[src/rtl/param_updown_counter.sv]
// Parametrised up/down counter with programmable modulus, parallel load,
// wrap or one-shot mode, a one-cycle terminal-count tick and a done level.
module param_updown_counter #(
  parameter int unsigned WIDTH     = 4,
  parameter int unsigned MAX_VAL   = (2**WIDTH) - 1,
  parameter int unsigned RESET_VAL = 0
) (
  input  logic             clk,
  input  logic             rst,
  input  logic             en,
  input  logic             load,
  input  logic [WIDTH-1:0] load_val,
  input  logic             up_dn,
  input  logic             mode,
  output logic [WIDTH-1:0] count,
  output logic             tc,
  output logic             done
);

  localparam logic [WIDTH-1:0] TOP     = WIDTH'(MAX_VAL);
  localparam logic [WIDTH-1:0] ZERO    = '0;
  localparam logic [WIDTH-1:0] RST_CNT = WIDTH'(RESET_VAL);
  localparam logic [WIDTH-1:0] ONE     = WIDTH'(1);

  logic [WIDTH-1:0] r_count;
  logic             r_tc;
  logic             r_done;

  logic [WIDTH-1:0] w_term;
  logic [WIDTH-1:0] w_step;
  logic [WIDTH-1:0] w_load_clamp;
  logic [WIDTH-1:0] w_count_nxt;
  logic             w_tc_nxt;
  logic             w_done_nxt;
  logic             w_hit;

  // Terminal target and the modulo-(MAX_VAL+1) successor in the current direction
  always_comb begin
    w_term       = up_dn ? TOP : ZERO;
    w_load_clamp = (load_val > TOP) ? TOP : load_val;
    if (up_dn) begin
      if (r_count >= TOP) begin
        w_step = mode ? TOP : ZERO;
      end else begin
        w_step = r_count + ONE;
      end
    end else begin
      if (r_count == ZERO) begin
        w_step = mode ? ZERO : TOP;
      end else begin
        w_step = r_count - ONE;
      end
    end
    w_hit = (w_step == w_term);
  end

  // Priority: load > done-hold > enabled step > hold
  always_comb begin
    w_count_nxt = r_count;
    w_tc_nxt    = 1'b0;
    w_done_nxt  = r_done;
    if (load) begin
      w_count_nxt = w_load_clamp;
      w_done_nxt  = 1'b0;
    end else if (r_done) begin
      // Leaving one-shot releases the hold; counting resumes on the next enabled edge
      if (!mode) begin
        w_done_nxt = 1'b0;
      end
    end else if (en) begin
      w_count_nxt = w_step;
      w_tc_nxt    = w_hit;
      w_done_nxt  = mode & w_hit;
    end
  end

  always_ff @(posedge clk or negedge rst) begin
    if (!rst) begin
      r_count <= RST_CNT;
      r_tc    <= 1'b0;
      r_done  <= 1'b0;
    end else begin
      r_count <= w_count_nxt;
      r_tc    <= w_tc_nxt;
      r_done  <= w_done_nxt;
    end
  end

  assign count = r_count;
  assign tc    = r_tc;
  assign done  = r_done;

endmodule

[config.mk]
export PLATFORM = sky130hd
export DESIGN_NAME = param_updown_counter
export DESIGN_NICKNAME = d
export VERILOG_FILES = /design/src/rtl/param_updown_counter.sv
export SDC_FILE = /design/constraint.sdc
export NUM_CORES = 1
export LEC_CHECK = 0
export CORE_UTILIZATION = 41
export DETAILED_ROUTE_END_ITERATION = 7
export PLACE_DENSITY = 0.79
export SLEW_MARGIN = 20
export SYNTH_ARGS = -nofsm -noshare
export SYNTH_HDL_FRONTEND = slang
export SYNTH_SLANG_ARGS = --single-unit
[constraint.sdc]
create_clock -name clk -period 1.8 [get_ports clk]
set_input_delay 0.36 -clock clk [delete_from_list [all_inputs] [get_ports clk]]
set_output_delay 0.36 -clock clk [all_outputs]
set_load 0.01 [all_outputs]
==> results.json, run 1 <==
{
  "synth_xor_area_share_pct": 0,
  "fin_util_pct": 70.0,
  "synth_adder_area_share_pct": 4.32,
  "clk_pin_slew_ps": 50,
  "ys.flop_type": "dfrtp_1",
  "finalHoldViolCount": 0,
  "fillers": 102,
  "ys_types": 31,
  "syn_area_sq_um": 579,
  "status": "complete, no violations",
  "area_growth_pct": 57.2,
  "holdWs_ps": 347,
  "seqCellArea_sq_um": 153,
  "p_total_uw": 599,
  "clock_path_buffers": 2,
  "maxCapViolCount": 0,
  "cts_max_level": 1,
  "cts_root_buffer": "clkbuf_4",
  "drt_iter0_drc": 16,
  "post_dp_cell_area_sq_um": 837,
  "grt_pass1_wl_um": 2650,
  "grt_antenna_before_repair": 0,
  "hold_path_class": "primary input to async pin",
  "final_max_slew_viol_count": 0,
  "design_area_sq_um": 911,
  "ios": 16,
  "synth_compound_area_share_pct": 24.2,
  "synth_edf_count": 0,
  "rsz0062_at_grt": "yes",
  "grt-ovfl-total": 0,
  "ys_ff_latch": 6,
  "synth.net_count": 85,
  "dr.pass1.iters": 4,
  "die_x_um": 39.6,
  "first_global_vias": 624,
  "syn-instance-count": 73,
  "synth.area.mux_share_pct": 8.86,
  "finalSetupViolations": 0,
  "ys_seq_area_share_pct": 25.9,
  "die_h_um": 39.6,
  "synthSimpleGateAreaFrac_pct": 29.4,
  "mostFrequentLayoutCell": "clkdlybuf4s50_1",
  "initial_utilization_pct": 44.5,
  "synth_top_family_by_area": "simple AND/OR/NAND/NOR gates",
  "vias": 665,
  "cts_buffers": 3,
  "fin_worst_skew_ps": 7.30,
  "fin_tns_setup_ps": 0,
  "multi_input_area_sq_um": 435,
  "layout_min_cycle_time_ps": 1780,
  "rows": 13,
  "powerDensity_nw_per_um2": 657,
  "postCtsHoldBufs": 0,
  "postRouteAntennaNets": 0,
  "grt_usage_pct": 25.7,
  "async_flop_share_pct": 100,
  "ir_worst_vdd_v": 0.000528,
  "p_leak_nw": 0.386,
  "grt_max_degree": 12,
  "synth-warning-count": 0,
  "crit_fanout": 3,
  "place_congestion": 0.939,
  "avgViaCountPerCell": 5.73,
  "design.die.area_sq_um": 1570,
  "crit_required_ps": 1950,
  "cts_tree": "done",
  "num-nets-final": 115,
  "endpoint_kind": "flip-flop",
  "synth_area_per_cell_sq_um": 7.94,
  "cp_data_arrival_time_ps": 1930,
  "n_antenna_cell": 0,
  "core_sq_um": 1300,
  "wire_per_inst_um": 14.4,
  "drc": 0,
  "critPathKind": "flip-flop to flip-flop",
  "hpwl_um": 1260,
  "timing.fmax_ghz": 0.561,
  "clk_latency_ps": 250,
  "period_share_pct": 99.1,
  "relSlewSlack_pct": 75.7,
  "layout_common_cells": "clkdlybuf4s50_1, buf_4, nand2_1, a21oi_1",
  "numPortBuffers": 15,
  "drive_above_1_share_pct": 31.7,
  "max_slew.worst_pin.slew_ps": 363,
  "totalWireLength_um": 1670,
  "cts_num_sinks": 6,
  "cp-start-kind": "flip-flop"
}
synth_stat cells, types with 3 or more instances:
cell      n  area (sq um)
o31ai_1   3          22.5
nor2_1    3          11.3
nand2_1  11          41.3
inv_1     4          15.0
dfrtp_1   6           150
a21oi_1   6          30.0
mux2i_1   4          40.0
o21ai_0   4          20.0
nand3_1   3          15.0
nor2b_1   3          18.8
report_power, final:
part / switching, mW / internal (mW)
Clock: 0.0507 / 0.0756
Sequential: 0.0242 / 0.149
Combinational: 0.135 / 0.165
worst paths after layout:
check                      depth (start not counted)        to  slack (ps)     start
min in group clk                                   2      done         540      done
hold / removal                                     1  count[0]         350       rst
setup / recovery                                   7        tc          20  count[0]
hold reg to reg                                    2      done         540      done
setup reg to reg                                   7        tc          20  count[0]
max in group asynchronous                          1  count[3]        1210       rst
layout make-up:
cell class	count	area share, %
Multi-Input combinational cell	58	47.8
Timing Repair Buffer	29	28.8
Sequential cell	6	16.8
Clock buffer	3	2.47
Inverter	5	2.06
Tap cell	15	2.06
cell families (layout without fill, tap and decap cells):
logic type,after synthesis,in the layout
flip-flops,6,6
buffers and inverters,9,37
multiplexers,5,5
AND/OR/NAND/NOR,31,31
AO/OA/AOI/OAI,20,20
adder cells (fa/ha/maj),2,2
metrics by stage:
stage	setup slack, ps	std cells
after global placement	-109	112
after floorplan	-95.5	73
after global routing	-49.3	116
after CTS	-18.6	116
final	17.0	116
after detailed placement	-145	112
sequential cells by signal, summed over array words and instances (netlist names):
name   count
tc         1
count      4
done       1
per-layer routing:
metal | track usage, % | share of wire (%) | wire length [um]
met5 | 0 | 0 | 0
met4 | 3.45 | 0 | 0
met3 | 8.52 | 3.9 | 65
met2 | 45.9 | 52 | 859
met1 | 30.0 | 45 | 742
worst max-delay path, cell delays in order (launching register included):
cell     delay (ps)
dfrtp_1         410
inv_2            80
ha_4            260
or3b_1          340
a21oi_1         130
a41o_2          130
a32oi_2          70
nor4b_2         250
what timing repair did:
action | CTS | global route
pin swaps | 1 | 6
setup endpoints to repair | 1 | 7
resized for setup | 1 | 10
buffers inserted | 1 | 0
No activity file was read; power rests on OpenSTA's default activity.
==> inputs of run 2 (changes only) <==
Settings changed: SETUP_SLACK_MARGIN set to 0.05, TNS_END_PERCENT set to 100.
==> results.json, run 2 (same netlist as run 1, synthesis figures left out) <==
{
  "design.die.area_sq_um": 1570,
  "hpwl_um": 1200,
  "maxCapViolCount": 0,
  "status": "complete, no violations",
  "finalWorstSetupSlack_ps": 104,
  "numPortBuffers": 15,
  "cts_num_sinks": 6,
  "fin_util_pct": 67.6,
  "clk_pin_slew_ps": 50,
  "rows": 13,
  "die_h_um": 39.6,
  "endpoint_kind": "flip-flop",
  "cts_max_level": 1,
  "cpPeakStageDelay_ps": 410,
  "multi_input_area_sq_um": 424,
  "p_leak_nw": 0.378,
  "initial_utilization_pct": 44.5,
  "postCtsHoldBufs": 0,
  "avgViaCountPerCell": 5.68,
  "clk_latency_ps": 250,
  "wire_per_inst_um": 13.5,
  "rrSetupSlack_ps": 100,
  "clock_path_buffers": 2,
  "cts_buffers": 3,
  "area_growth_pct": 51.8,
  "dr.pass1.iters": 4,
  "cts_root_buffer": "clkbuf_4",
  "p_total_uw": 584,
  "ir_worst_vdd_v": 0.000606,
  "fillers": 112,
  "period_share_pct": 94.2,
  "grt_usage_pct": 23.2,
  "drc": 0,
  "reg2reg_from": "count[0]",
  "finalHoldViolCount": 0,
  "powerDensity_nw_per_um2": 664,
  "dp.cells": 108,
  "vias": 642,
  "postRouteAntennaNets": 0,
  "layout_min_cycle_time_ps": 1700,
  "finalSetupViolations": 0,
  "first_global_vias": 520,
  "relSlewSlack_pct": 75.4,
  "cp_data_arrival_time_ps": 1850,
  "drt_iter0_drc": 21,
  "num-nets-final": 112,
  "wl_met3_um": 79,
  "ios": 16,
  "fin_cells": 113,
  "mostFrequentLayoutCell": "clkdlybuf4s50_1",
  "crit_required_ps": 1950,
  "dr_wl_met2_um": 708,
  "hold_path_class": "primary input to async pin",
  "regToRegEndpoint": "tc",
  "cts_tree": "done",
  "seqCellArea_sq_um": 154,
  "grt_pass1_wl_um": 2390,
  "critPathKind": "flip-flop to flip-flop",
  "drive_above_1_share_pct": 30.6,
  "n_antenna_cell": 0,
  "r2r_cells": 7,
  "grt-ovfl-total": 0,
  "largest_reg_flops": 4,
  "cp_cell_sequence": "inv_4 -> ha_4 -> or3b_1 -> a21oi_2 -> a41o_2 -> a32oi_2 -> nor4b_2",
  "timing.fmax_ghz": 0.590,
  "layout_common_cells": "clkdlybuf4s50_1, nand2_1, buf_4, a21oi_1, mux2i_1",
  "fin_worst_skew_ps": 6.75,
  "die_x_um": 39.6,
  "rsz0062_at_grt": "yes",
  "core_sq_um": 1300,
  "holdWs_ps": 345,
  "cp-start-kind": "flip-flop",
  "place_congestion": 0.880,
  "critPathSlowestCell": "dfrtp_2",
  "wl_met1_um": 735,
  "max_slew.worst_pin.slew_ps": 368,
  "top_layer_used": "met3",
  "totalWireLength_um": 1520,
  "grt_antenna_before_repair": 0,
  "final_max_slew_viol_count": 0,
  "grt_max_degree": 12,
  "pre_cts_slack_ps": -160,
  "crit_fanout": 4
}
==> run 2: cell count changes in the layout (fill, tap and decap cells not counted), sizes merged <==
cell           before  now
buf                14   11
dlymetal6s2s        0    1
clkdlybuf4s50      15   14
==> run 2: cell type report <==
type	instances	share of cell area, %
clock buffer	3	2.56
inverter	5	2.42
timing repair buffer	26	27.2
sequential	6	17.5
tap	15	2.13
multi-input combinational	58	48.2
==> run 2: through the flow <==
stage / TNS, ps / instance area [sq um]
5_1_grt: 0 / 880
3_5_place_dp: -361 / 820
6_report: 0 / 880
3_3_place_gp: -252 / 820
4_1_cts: 0 / 846
2_1_floorplan: 0 / 613
==> run 2: worst max-delay path, delay by kind of cell (launching register included) <==
family	cells	cell delay [ps]
compound gates	3	320
fa+ha+maj	1	260
buf+inv	1	50
flops	1	410
simple gates	2	560
==> run 2: worst max path at each step <==
| stage | from | end | slack, ps | cells past startpoint |
|---|---|---|---|---|
| floorplan | count[0] | tc | 40 | 8 |
| detailed placement | mode | done | -160 | 5 |
| CTS | count[1] | done | 60 | 6 |
| global placement | mode | done | -120 | 5 |
| finish | count[0] | tc | 100 | 7 |
| global route | count[0] | tc | 30 | 7 |
==> run 2: routing by layer <==
| metal | global-route usage (%) | vias up |
|---|---|---|
| met1 | 34.1 | 308 |
| met5 | 0 | - |
| met4 | 2.59 | 0 |
| met2 | 33.6 | 18 |
| li1 | - | 316 |
| met3 | 6.82 | 0 |
==> run 2: repair_timing <==
item	CTS	global route
resized for setup	3	7
endpoints found under the setup margin	3	5
buffers inserted	0	2
gates cloned	0	0
pin swaps	0	2
==> run 2: where the power goes <==
part | total (mW) | internal [mW] | switching [mW]
sequential | 0.177 | 0.149 | 0.0277
clock | 0.127 | 0.0756 | 0.0514
combinational | 0.280 | 0.155 | 0.125
total | 0.584 | 0.380 | 0.204
==> inputs of run 3 (changes only) <==
Settings changed: HOLD_SLACK_MARGIN set to 0.05.
==> results of run 3 <==
No change in the layout: final DEF, timing and power equal those of run 2.
==> edit 1: new RTL, flow settings as in run 2 <==
Reset style: synchronous (`rst`), changed in one clocked block.
--- a/src/rtl/param_updown_counter.sv
+++ b/src/rtl/param_updown_counter.sv
@@ -75,5 +75,5 @@
   end
 
-  always_ff @(posedge clk or negedge rst) begin
+  always_ff @(posedge clk) begin
     if (!rst) begin
       r_count <= RST_CNT;
Behaviour: differs if rst is asserted again (counterexample within 4 cycles, from zero or initial values and one cycle with rst low); with rst held inactive, the same outputs for 10 cycles.
==> edit 1 against run 2 <==
Cell area fell by 5.3%; critical endpoint is now count[0]; sequential cell count unchanged; core utilization decreased by 5.1 points; synthesized area up 4.1%; routed wire length increased by 12%; total power down 15%; worst setup slack gained 31 ps.
==> edit 1: results (changes against run 2) <==
* Status: completed
* Max stage delay cell, worst path: clkdlybuf4s50_1
* # DRC at 0 (unchanged)
* Share of cells above drive strength 1 at 18.1% (-13 points)
* Worst IR Drop VDD at 0.000307 V (-49%)
* CP top delay family: buffers and inverters
* Pleak at 0.000326 uW (-14%)
* TritonCTS Buffers at 3 (unchanged)
* FILL cells at 114 (+1.8%)
* Postcts setup bufs at 0 (unchanged)
* Hold Path Class: reg -> reg
* YS warnings at 0 (unchanged)
* First-pass DRT Iterations at 4 (unchanged)
* CP max stage delay at 550 ps (+140 ps)
* Post-synth top flop: dfxtp_1
* 1st-iter DRT viols at 28 (+33%)
* Hold-critical path depth at 2
* GRT Util Overall at 24.1% (+0.92 points)
* Vias in the first global route at 587 (+13%)
* FF-to-FF setup slack at 140 ps (+30 ps)
* Resized Gates After CTS at 0 (-3)
* Path depth of the worst reg2reg path at 6 (-1)
* Largest net degree at the start of global routing at 14 (+2)
* Worst r2r dst: done$_SDFF_PP0_
* H-tree levels at 1 (unchanged)
* Commonest cells post-synth: inv_1 (8), nand2_1 (7), dfxtp_1 (6)
* Worst Hold Endpoint: done$_SDFF_PP0_
* Antenna Diode Count at 0 (unchanged)
* Placed instance area at 811 um^2 (-1.1%)
* Register area share after synthesis at 19.9% (-6.0 points)
* Ranking of synthesized cells by area: dfxtp_1 (20%), inv_1 (5.0%), nand2_1 (4.4%), ha_1 (4.1%), nand2b_1 (4.1%)
* Worst relative slew slack at 72.8% (-2.6 points)
* Hold Crit Start: done$_SDFF_PP0_
* Worst clock skew at 5.89 ps (-0.862 ps)
* First-pass GRT wire length at 2.58 mm (+8.1%)
* Total number of vias at 705 (+9.8%)
* Asr flop ratio synth at 0% (-100 points)
* Pre-CTS setup slack at 2.29 ps (+162 ps)
* Routed WL per cell at 14.2 um (+5.3%)
* Cell variety after synth at 37 (+19%)
* Dpl hpwl at 1.27 mm (+6.3%)
* Critical-path maximum fanout at 12 (+8)
* Initial antenna violation count at 0 (unchanged)
* Skew-Pair Late Insertion Delay at around 260 ps
* Arrival time at the worst endpoint at 1300 ps (-550 ps)
* Nets at 119 (+6.3%)
* Syn nets at 96 (+13%)
* Worst setup startpoint: count[0]$_SDFFE_PN0P_
* Clock slew at reported path FFs at 50 ps (about the same)
* Routability cong. at 0.911 (+3.6%)
edit 1: routing by layer:
metal	wire length, um	GRT usage [%]	vias to the layer above
met5	0	0	-
met4	48	12.5	0
met2	799	37.7	41
li1	-	-	355
met3	121	3.33	5
met1	734	31.7	304
edit 1: worst max-delay path by stage:
stage | cells past startpoint | slack [ps] | endpoint
floorplan | 7 | 80 | done$_SDFF_PP0_
global placement | 5 | 50 | done$_SDFF_PP0_
detailed placement | 5 | 2 | done$_SDFF_PP0_
CTS | 2 | 140 | count[0]
global route | 6 | 50 | done$_SDFF_PP0_
finish | 2 | 140 | count[0]
edit 1: kinds of logic after synthesis:
group / Yosys count / synth area share, %
buffers and inverters: 17 / 13.1
and+or+nand+nor: 33 / 29.9
DFF: 6 / 19.9
adders and majority gates: 2 / 4.15
AOI/OAI and AO/OA: 26 / 33.0
edit 1: layout make-up:
type / count / area, um^2 / area share [%]
multi-input combinational: 61 / 404 / 48.5
timing repair buffer: 26 / 233 / 27.9
sequential: 6 / 121 / 14.6
inverter: 9 / 33.8 / 4.05
clock buffer: 3 / 22.5 / 2.70
tap: 15 / 18.8 / 2.25
edit 1: through the flow:
| stage | std cells | util [%] | hold WS (ps) |
|---|---|---|---|
| after floorplan | 84 | - | 493 |
| after global placement | 117 | 60.8 | 474 |
| after detailed placement | 117 | 60.8 | 483 |
| after CTS | 120 | 62.5 | 490 |
| after global routing | 120 | 62.5 | 511 |
| final | 120 | 62.5 | 488 |
edit 1: report_power, final:
part,switching (uW),internal (uW)
Sequential,8.30,143
Combinational,106,101
Clock,61.1,76.3
edit 1: worst min-delay path: stages, from the launching register on:
cell and delay (ps):
dfxtp_1 320, inv_1 60, a211oi_2 50
==> edit 2: new RTL, flow settings as in run 2 <==
Without the edit above. Change the parameter `WIDTH` from 4 to 5.
--- a/src/rtl/param_updown_counter.sv
+++ b/src/rtl/param_updown_counter.sv
@@ -2,5 +2,5 @@
 // wrap or one-shot mode, a one-cycle terminal-count tick and a done level.
 module param_updown_counter #(
-  parameter int unsigned WIDTH     = 4,
+  parameter int unsigned WIDTH     = 5,
   parameter int unsigned MAX_VAL   = (2**WIDTH) - 1,
   parameter int unsigned RESET_VAL = 0
Ports: changed (resized count and load_val); port bits go from 16 to 18. No check against the original RTL was run, so the function may have changed too.
==> edit 2 against run 2 <==
The run now ends with negative setup slack left; via count rose by 46%; first-iteration DRC count is 67% higher; routed wire length up 86%; combinational power rose by 41%; largest power group unchanged; synthesized area increased by 25%; sequential power is 7% higher; total power grew 29%; worst setup slack got worse by 280 ps; cell area rose by 37%; sequential share of layout area shrank 2.9 points; sequential cell count is 1 higher; critical path depth stayed put; largest cell class unchanged; highest routed layer is now met4; fmax shrank 14%.
==> edit 2: results (changes against run 2) <==
* Status: finished with violations
* Failing checks: negative setup slack
* Cell variety after synth at 41 (+32%)
* Max stage delay cell, worst path: or4b_4
* Worst IR Drop VDD at 0.000449 V (-26%)
* Worst r2r dst: done$_DFF_PN0_
* Setup ws final at -178 ps (-283 ps)
* Dpl hpwl at 1.80 mm (+50%)
* Max reg flops at 5 (+1)
* First-pass GRT wire length at 4.29 mm (+80%)
* Highest routed layer: met4
* Final Setup Violations at 6 (+6)
* Buffers added on ports at 17 (+2)
* Largest net degree at the start of global routing at 11 (-1)
* Hold Slack at 367 ps (+22.1 ps)
* Placed instance area at 1040 um^2 (+27%)
* WL met3 at 172 um (+120%)
* Register area share after synthesis at 24.3% (-1.7 points)
* GRT Util Overall at 30.5% (+7.4 points)
* WL met1 at 1.14 mm (+55%)
* Arrival time at the worst endpoint at 2160 ps (+310 ps)
* # clock sinks at 7 (+1)
* Worst relative slew slack at 74.8% (-0.51 points)
* Routability cong. at 0.973 (+11%)
* CP top delay family: compound AO/OA/AOI/OAI gates
* Nets at 146 (+30%)
* CP max stage delay at 490 ps (+80 ps)
* 1st-iter DRT viols at 35 (+67%)
* Total number of vias at 935 (+46%)
* Vias in the first global route at 967 (+86%)
* Critical-path maximum fanout at 3 (-1)
* Routed WL per cell at 19.3 um (+43%)
* Commonest cells post-synth: nand2_1 (8), dfrtp_1 (7), a21oi_1 (6)
* Ranking of synthesized cells by area: dfrtp_1 (24%), ha_1 (5.2%), a21oi_1 (4.2%), nand2_1 (4.2%), a211oi_1 (3.1%)
* Worst clock skew at 5.27 ps (-1.48 ps)
* Syn nets at 108 (+27%)
* YS warnings at 0 (unchanged)
==> edit 2: cell count changes after synthesis, moves of 2 or more <==
cell and change:
a31oi_1 +2, nor3b_1 -2, o21a_1 +3, a211oi_1 +2, o31ai_1 -3, o21ai_1 +4
nor2_1 +2, mux2i_1 -2, and3_1 +3, a2111oi_0 +2, buf_4 +2, nand2_1 -3
==> edit 2: worst register-to-register path: stages (launching register included) <==
cell and delay, ps:
dfrtp_2 430, inv_2 80, ha_4 130, or4b_4 490, mux2i_1 170, a2111oi_2 290, o22ai_2 140, a21boi_1 180
==> edit 2: cells by family (layout without fill, tap and decap cells) <==
| logic type | count (synthesis) | after routing | share of synthesized area [%] |
|---|---|---|---|
| compound gates | 36 | 36 | 33.8 |
| xor+xnor | 2 | 2 | 2.43 |
| fa+ha+maj | 3 | 3 | 5.20 |
| buf+inv | 11 | 48 | 7.11 |
| flops | 7 | 7 | 24.3 |
| mux | 2 | 2 | 2.77 |
| simple gates | 33 | 33 | 24.4 |
==> edit 2: how the worst max path moves through the flow <==
| stage | from | end | slack, ps |
|---|---|---|---|
| finish | count[1]$_DFFE_PN0P_ | done$_DFF_PN0_ | -180 |
| global route | count[1]$_DFFE_PN0P_ | done$_DFF_PN0_ | -260 |
| CTS | count[1]$_DFFE_PN0P_ | done$_DFF_PN0_ | -90 |
| detailed placement | count[1]$_DFFE_PN0P_ | done$_DFF_PN0_ | -160 |
| global placement | count[0]$_DFFE_PN0P_ | count[2]$_DFFE_PN0P_ | -80 |
| floorplan | count[0]$_DFFE_PN0P_ | done$_DFF_PN0_ | -230 |
==> edit 2: per-layer routing <==
layer  vias up  track usage [%]
met5         -                0
met4         0             19.4
met3        12             5.42
met2        56             49.9
met1       437             36.8
li1        430                -
==> edit 2: repair_timing <==
action	4_1_cts	5_1_grt
pin swaps	6	6
endpoints found under the setup margin	7	8
setup buffers	3	0
resized for setup	18	13
==> edit 2: power by group <==
group | switching (uW) | internal (uW)
sequential | 18.0 | 172
clock | 81.9 | 85.9
combinational | 202 | 193
total | 302 | 451
==> edit 2: stage by stage <==
step	setup TNS [ps]	std cells	setup slack (ps)
after floorplan	-688	94	-234
after global placement	-361	140	-77.6
after detailed placement	-629	140	-159
after CTS	-235	147	-92.5
after global routing	-1060	147	-259
final	-414	147	-178
==> edit 2: area by class of cell <==
type / instances / area [um^2] / share of cell area, %
multi-input cells: 76 / 628 / 52.1
repair buffers: 39 / 335 / 27.8
flip-flops and latches: 7 / 176 / 14.6
clock buffers: 4 / 26.3 / 2.18
well taps: 16 / 20.0 / 1.66
inverters: 5 / 18.8 / 1.56
